**src/rtl/if_id_pipe.sv**
```systemverilog
// rtl/if_id_pipe.sv - IF/ID stage register with valid/ready handshake, flush and stall counter
// Define IF_ID_SKID_BUF_EN to add a skid entry and make o_ready a flop output.
module if_id_pipe #(
  parameter int              XLEN      = 32,
  parameter int              ILEN      = 32,
  parameter logic [ILEN-1:0] NOP_INSTR = ILEN'(32'h0000_0013),
  parameter int              CNT_W     = 16
) (
  input  logic             clk,
  input  logic             rstn,
  input  logic             i_valid,
  output logic             o_ready,
  input  logic [XLEN-1:0]  i_pc,
  input  logic [ILEN-1:0]  i_instr,
  input  logic             i_flush,
  output logic             o_valid,
  input  logic             i_ready,
  output logic [XLEN-1:0]  o_pc,
  output logic [ILEN-1:0]  o_instr,
  output logic [CNT_W-1:0] o_stall_cnt
);

  logic             valid_q;
  logic [XLEN-1:0]  pc_q;
  logic [ILEN-1:0]  instr_q;
  logic [CNT_W-1:0] cnt_q;
  logic             acc;
  logic             take;

  assign o_valid     = valid_q;
  assign o_pc        = pc_q;
  assign o_instr     = instr_q;
  assign o_stall_cnt = cnt_q;

  assign acc  = i_valid && o_ready;
  assign take = valid_q && i_ready;

  // Counts back-pressured cycles; flush deliberately leaves it alone.
  always_ff @(posedge clk or negedge rstn) begin
    if (!rstn) begin
      cnt_q <= '0;
    end else if (valid_q && !i_ready && (cnt_q != {CNT_W{1'b1}})) begin
      cnt_q <= cnt_q + CNT_W'(1);
    end
  end

`ifdef IF_ID_SKID_BUF_EN
  typedef enum logic [1:0] {EMPTY, FULL, SKID} state_t;

  state_t          state_q, state_d;
  logic            ready_q;
  logic [XLEN-1:0] skid_pc_q;
  logic [ILEN-1:0] skid_instr_q;
  logic            load_in, load_skid, move_skid, drop_main;

  assign o_ready = ready_q;

  always_ff @(posedge clk or negedge rstn) begin
    if (!rstn) begin
      state_q <= EMPTY;
      ready_q <= 1'b1;
      valid_q <= 1'b0;
    end else begin
      state_q <= state_d;
      ready_q <= (state_d != SKID);
      valid_q <= (state_d != EMPTY);
    end
  end

  always_comb begin
    state_d   = state_q;
    load_in   = 1'b0;
    load_skid = 1'b0;
    move_skid = 1'b0;
    drop_main = 1'b0;
    if (i_flush) begin
      state_d   = EMPTY;
      drop_main = 1'b1;
    end else begin
      case (state_q)
        EMPTY: begin
          if (acc) begin
            state_d = FULL;
            load_in = 1'b1;
          end
        end
        FULL: begin
          if (acc && take) begin
            load_in = 1'b1;
          end else if (take) begin
            state_d   = EMPTY;
            drop_main = 1'b1;
          end else if (acc) begin
            state_d   = SKID;
            load_skid = 1'b1;
          end
        end
        SKID: begin
          if (take) begin
            state_d   = FULL;
            move_skid = 1'b1;
          end
        end
        default: state_d = EMPTY;
      endcase
    end
  end

  always_ff @(posedge clk or negedge rstn) begin
    if (!rstn) begin
      pc_q    <= '0;
      instr_q <= NOP_INSTR;
    end else if (load_in) begin
      pc_q    <= i_pc;
      instr_q <= i_instr;
    end else if (move_skid) begin
      pc_q    <= skid_pc_q;
      instr_q <= skid_instr_q;
    end else if (drop_main) begin
      instr_q <= NOP_INSTR;
    end
  end

  always_ff @(posedge clk or negedge rstn) begin
    if (!rstn) begin
      skid_pc_q    <= '0;
      skid_instr_q <= NOP_INSTR;
    end else if (load_skid) begin
      skid_pc_q    <= i_pc;
      skid_instr_q <= i_instr;
    end
  end
`else
  assign o_ready = !valid_q || i_ready;

  // pc_q is left untouched when the entry drains or is flushed.
  always_ff @(posedge clk or negedge rstn) begin
    if (!rstn) begin
      valid_q <= 1'b0;
      pc_q    <= '0;
      instr_q <= NOP_INSTR;
    end else if (i_flush) begin
      valid_q <= 1'b0;
      instr_q <= NOP_INSTR;
    end else if (acc) begin
      valid_q <= 1'b1;
      pc_q    <= i_pc;
      instr_q <= i_instr;
    end else if (take) begin
      valid_q <= 1'b0;
      instr_q <= NOP_INSTR;
    end
  end
`endif

endmodule

```
**config.mk**
```make
export PLATFORM = sky130hd
export DESIGN_NAME = if_id_pipe
export DESIGN_NICKNAME = d
export VERILOG_FILES = /design/src/rtl/if_id_pipe.sv
export SDC_FILE = /design/constraint.sdc
export NUM_CORES = 1
export LEC_CHECK = 0
export CORE_MARGIN = 5
export CORE_UTILIZATION = 44
export DETAILED_ROUTE_END_ITERATION = 7
export GPL_TIMING_DRIVEN = 0
export PLACE_DENSITY = 0.85
export SLEW_MARGIN = 20
export SYNTH_ARGS = -nofsm -noshare
export SYNTH_HDL_FRONTEND = slang
export SYNTH_SLANG_ARGS = --single-unit
```
**constraint.sdc**
```tcl
create_clock -name clk -period 5 [get_ports clk]
set_clock_uncertainty 0.15 [all_clocks]
set_input_delay 1.5 -clock clk [delete_from_list [all_inputs] [get_ports clk]]
set_output_delay 1.5 -clock clk [all_outputs]
set_load 0.02 [all_outputs]
```
==> results of run 1 <==
## worst reg2reg max path: stages (launching register included)
cell     delay, ns
dfrtp_1       0.44
ha_1          0.28
nand3_1       0.19
nor4_4        0.45
a31oi_2       0.22
mux2_4        0.33
## power by group through the flow
stage | Combinational (W) | Clock (W) | Sequential, W
2_1_floorplan | 0.000108 | 0 | 0.000886
3_3_place_gp | 0.000443 | 0 | 0.000798
3_5_place_dp | 0.000455 | 0 | 0.000802
4_1_cts | 0.000456 | 0.000514 | 0.000790
5_1_grt | 0.000480 | 0.000546 | 0.000801
6_report | 0.000449 | 0.000504 | 0.000790
## cell usage in the layout, fill, tap and decap left out, types with 3 or more instances in the layout
| master | count |
|---|---|
| a22o_1 | 29 |
| a31oi_1 | 4 |
| buf_2 | 3 |
| clkbuf_1 | 12 |
| clkbuf_8 | 9 |
| clkdlybuf4s50_1 | 149 |
| clkinv_2 | 3 |
| dfrtp_1 | 78 |
| dfstp_2 | 3 |
| nand2_1 | 99 |
| nand3_1 | 3 |
| nand4_1 | 4 |
| nor2_1 | 10 |
| o22a_1 | 3 |
| xnor2_1 | 6 |
| xor2_1 | 5 |
## worst max path at each step
stage	startpoint	endpoint	slack, ns	cells after the start
floorplan	i_ready	o_ready	1.52	3
global placement	rstn	o_instr[24]	-0.44	1
CTS	i_ready	o_ready	0.45	5
detailed placement	i_ready	o_ready	0.45	5
global route	i_ready	o_ready	0.39	5
finish	i_ready	o_ready	0.46	5
## logic make-up after synthesis
kind of cell | after synthesis | synth area share, %
AOI/OAI and AO/OA | 40 | 10.6
xor gates and xnor gates | 11 | 3.01
buffers and inverters | 16 | 1.99
DFF | 81 | 63.4
and+or+nand+nor | 138 | 20.2
muxes | 1 | 0.468
adders and majority gates | 1 | 0.390
## per-layer routing
metal / wire length (um) / vias up / share of wire, % / global-route usage, %
met2: 4500 / 94 / 52 / 34.1
met1: 3450 / 1337 / 40 / 23.8
li1: - / 1299 / - / -
met5: 0 / - / 0 / 0
met4: 139 / 0 / 1.6 / 7.33
met3: 615 / 12 / 7.1 / 5.37
## registers in the layout (all words and copies together) (netlist names)
| name | flops |
|---|---|
| o_instr | 32 |
| o_pc | 32 |
| o_stall_cnt | 16 |
| o_valid | 1 |
## metrics by stage
stage	area (sq um)	power, W
3_3_place_gp	4830	0.00124
3_5_place_dp	4850	0.00126
4_1_cts	5060	0.00176
5_1_grt	5060	0.00183
6_report	5060	0.00174
2_1_floorplan	3200	0.000994
## final cells by class
class | instances | area share [%]
flip-flops and latches | 81 | 40.2
multi-input cells | 191 | 21.9
clock inverters | 6 | 1.63
well taps | 99 | 2.45
repair buffers | 151 | 30.0
plain buffers | 14 | 1.11
clock buffers | 10 | 2.52
inverters | 2 | 0.148
==> results.txt, run 1 <==
Hold WS - 0.327 ns
largest fanout on the critical path - 7
Setup TNS - 0 ns
Inst Count DP - 538
Pins Over Slew Limit - 0
GP Congestion - 0.763
Crit path max-delay family - buffers and inverters
clk slew on worst S/H paths - 0.07 ns
CP required - 3.35 ns
Pleak - 2.33 nW
Initial Util - 44.7%
area occupied by registers - 2030 sq um
area of the mapped netlist - 3200 sq um
capturing point of the worst reg2reg path - o_stall_cnt[1]
PnR worst setup slack - 0.459 ns
CTS Hold Buffers Added - 0
Post-CTS Resized - 0
IO buf count - 150
Yosys reg bits - 81
Hold Crit Start - o_pc[21]
first-pass GRT wire length - 13.9 mm
Setup crit start kind - primary input
dpl hpwl - 6.75 mm
Inserted Diodes - 0
postcts setup bufs - 0
Detailed Routing Iterations Pass 1 - 4
Max stage delay on crit path - 0.62 ns
Final Instance Count excl. Fillers - 554
R2R Path Start - o_stall_cnt[0]
Hold WC Path Type - reg2reg
R2R Setup Slk - 2.84 ns
Area Growth Syn to Fin - 57.8%
core box area - 7180 sq um
Worst EP arrival - 2.89 ns
Sw Ratio - 29.3%
R2R depth - 5
Final Util - 70.5%
FMAX - 220 MHz
CTS Root Cell - clkbuf_8
Clock Power Share - 28.9%
crit path time final - 4.54 ns
worst hold path depth - 2
Peak supply drop - 0.182 mV
pre-CTS WS - 0.453 ns
First DRT Iteration DRCs - 83
unrepaired setup endpoints after global routing - false
synth top area cells - dfrtp_1, nand2_1, a22o_1
cell at the slowest stage of the critical path - clkdlybuf4s50_1
Hold EP - o_pc[21]
CP dominant cell by count - clkdlybuf4s50_1
Seq/Total Area, Yosys - 63.4%
Overflow after GRT - 0
chip width - 95.3 um
Critical Path End Type - output port
max cap viols - 0
fillers - 530
Final nets - 520
Rel. slew slack - 61.6%
multi-input logic area - 1110 sq um
Ys Warns - 0
Clock Sinks - 81
Skew-Pair Late Insertion Delay - 0.34 ns
CP Cell Sequence - clkdlybuf4s50_1, nor2b_1, buf_2, inv_2, clkdlybuf4s50_1
drc violations - 0
vias per cell - 4.95
vias in the first global route - 2910
setup violators final - 0
FP Rows - 31
largest net degree at the start of global routing - 45
Yosys top cell area share - 60.9%
syn avg cell area - 11.1 sq um
antenna-violating nets left - 0
WS Path Type - in2out
gr usage total - 19.8%
Power Density - 345 nW/um^2
Post-synth top cells - nand2_1, dfrtp_1, a22o_1, clkbuf_1, nor2_1
H-tree Lvls - 3
sequential power share - 45.3%
Ports - 151
clock tree buffer depth - 2
vias after detailed routing - 2742
Yosys cell types - 38
DRT Wirelength - 8.71 mm
Int Pwr - 0.00123 W
switching pwr - 0.000510 W
biggest area consumer among synthesized cells - dfrtp_1
outcome - completed
fin crit share - 90.8%
combinational power share - 25.8%
top-count cell post-synth - nand2_1
Fin. Hold Viols - 0
Synth Instances - 288
Worst Max-Slew Pin Slew - 0.574 ns
Die Footprint - 9090 sq um
initial antenna violation count - 0
ratio of cells with drive above 1 in the final layout - 7.03%
WL/cell - 15.7 um
Syn Nets - 358
ys flop type - dfrtp_1
total CTS buffers - 9
WP buf/inv - 4
EDFF count, synth - 0
Async S/R FF share, synth - 100%
CTS tree - built
DIE HEIGHT - 95.3 um
(Power assumes the default switching activity.)
==> run 2: changes to the inputs <==
REMOVE_ABC_BUFFERS = 1   (was default)
==> results.txt, run 2 (synthesis gave the netlist of run 1 again) <==
outcome - completed
fillers - 531 (+0.19%)
Hold WS - 0.332 ns (+0.00507 ns)
gr usage total - 20.8% (+0.94 points)
CP required - 3.35 ns (about the same)
first-pass GRT wire length - 14.4 mm (+4.1%)
postcts setup bufs - 0 (unchanged)
setup violators final - 0 (unchanged)
Ports - 151 (unchanged)
R2R Path Start - o_valid
First DRT Iteration DRCs - 82 (-1.2%)
Peak supply drop - 0.176 mV (-3.3%)
highest-count cells in the layout ignoring fill and taps - clkdlybuf4s50_1, nand2_1, dfrtp_1
crit path time final - 4.79 ns (+0.251 ns)
Pleak - 2.33 nW (about the same)
R2R depth - 5 (unchanged)
largest net degree at the start of global routing - 44 (-2.2%)
Overflow after GRT - 0 (unchanged)
Sw Ratio - 30.6% (+1.4 points)
pre-CTS WS - 0.229 ns (-0.224 ns)
Clock Sinks - 81 (unchanged)
CTS tree - built
clk slew on worst S/H paths - 0.09 ns (+0.02 ns)
switching pwr - 0.000526 W (+3.1%)
Setup crit start kind - primary input
Rel. slew slack - 50.0% (-12 points)
Inserted Diodes - 0 (unchanged)
clock tree buffer depth - 2 (unchanged)
Final Instance Count excl. Fillers - 546 (-1.4%)
initial antenna violation count - 0 (unchanged)
Initial Util - 44.7% (unchanged)
Fin. Hold Viols - 0 (unchanged)
max cap viols - 0 (unchanged)
Worst EP arrival - 3.14 ns (+0.25 ns)
Final nets - 512 (-1.5%)
H-tree Lvls - 3 (unchanged)
Power Density - 338 nW/um^2 (-1.9%)
dpl hpwl - 6.85 mm (+1.4%)
FMAX - 209 MHz (-5.2%)
ratio of cells with drive above 1 in the final layout - 8.05% (+1.0 points)
Detailed Routing Iterations Pass 1 - 4 (unchanged)
Final Util - 70.8% (+0.28 points)
WL/cell - 16.7 um (+6.2%)
CTS Root Cell - clkbuf_8
Critical Path End Type - output port
Post-CTS Resized - 0 (unchanged)
Die Footprint - 9090 sq um (unchanged)
vias per cell - 5.06 (+2.2%)
Hold WC Path Type - reg2reg
Hold Crit Start - o_pc[11]
antenna-violating nets left - 0 (unchanged)
worst hold path depth - 2 (unchanged)
IO buf count - 150 (unchanged)
combinational power share - 26.1% (+0.3 points)
DIE HEIGHT - 95.3 um (unchanged)
capturing point of the worst reg2reg path - o_instr[7]
Worst Max-Slew Pin Slew - 0.749 ns (+0.175 ns)
fin crit share - 95.8% (+5.0 points)
WS Path Type - in2out
GP Congestion - 0.831 (+8.9%)
drc violations - 0 (unchanged)
unrepaired setup endpoints after global routing - false
total CTS buffers - 9 (unchanged)
Area Growth Syn to Fin - 58.5%
vias in the first global route - 2891 (-0.65%)
CTS Hold Buffers Added - 0 (unchanged)
sequential power share - 46.5% (+1.2 points)
Skew-Pair Late Insertion Delay - 0.34 ns (about the same)
chip width - 95.3 um (unchanged)
commonest non-fill, non-tap cell in the layout - clkdlybuf4s50_1
largest fanout on the critical path - 7 (unchanged)
FP Rows - 31 (unchanged)
Inst Count DP - 530 (-1.5%)
vias after detailed routing - 2762 (+0.73%)
core box area - 7180 sq um (unchanged)
Setup TNS - 0 ns (unchanged)
R2R Setup Slk - 2.69 ns (-0.15 ns)
Int Pwr - 0.00119 W (-3.4%)
Pins Over Slew Limit - 0 (unchanged)
DRT Wirelength - 9.11 mm (+4.7%)
Hold EP - o_pc[11]
PnR worst setup slack - 0.208 ns (-0.251 ns)
Clock Power Share - 27.4% (-1.5 points)
run 2: layout make-up:
class	count	area (sq um)	area share, %
clock inverter	6	67.6	1.33
clock buffer	10	128	2.51
multi-input combinational	191	1120	22.0
sequential	81	2030	40.0
timing repair buffer	157	1600	31.5
inverter	2	7.51	0.148
tap	99	124	2.44
run 2: power by group through the flow:
stage	registers [W]	clock network, W	logic [W]
global placement	0.000804	0	0.000430
detailed placement	0.000808	0	0.000450
finish	0.000798	0.000471	0.000448
global route	0.000811	0.000513	0.000480
CTS	0.000797	0.000485	0.000453
floorplan	0.000891	0	0.0000977
run 2: worst max-delay path, stage by stage:
cell and delay, ns:
clkdlybuf4s50_1 0.43, nor2b_1 0.51, inv_2 0.12, clkdlybuf4s50_1 0.58
run 2: worst max path at each step:
stage	start	endpoint	slack (ns)	depth (start not counted)
finish	i_ready	o_ready	0.21	4
floorplan	i_ready	o_instr[10]	1.07	3
global route	i_ready	o_ready	0.14	4
CTS	i_ready	o_ready	0.21	4
global placement	rstn	o_pc[26]	-0.50	1
detailed placement	i_ready	o_ready	0.23	4
run 2: stage by stage:
stage                     total power [W]  cell area, sq um
final                             0.00172              5080
after global routing              0.00180              5080
after CTS                         0.00173              5080
after detailed placement          0.00126              4880
after global placement            0.00123              4770
after floorplan                  0.000988              3150
run 2: metal layers:
layer | track usage, % | routed length (um) | vias up
met1 | 25.8 | 3730 | 1361
met4 | 7.21 | 110 | 0
met2 | 34.6 | 4570 | 104
met5 | 0 | 0 | -
met3 | 6.16 | 707 | 10
li1 | - | - | 1287
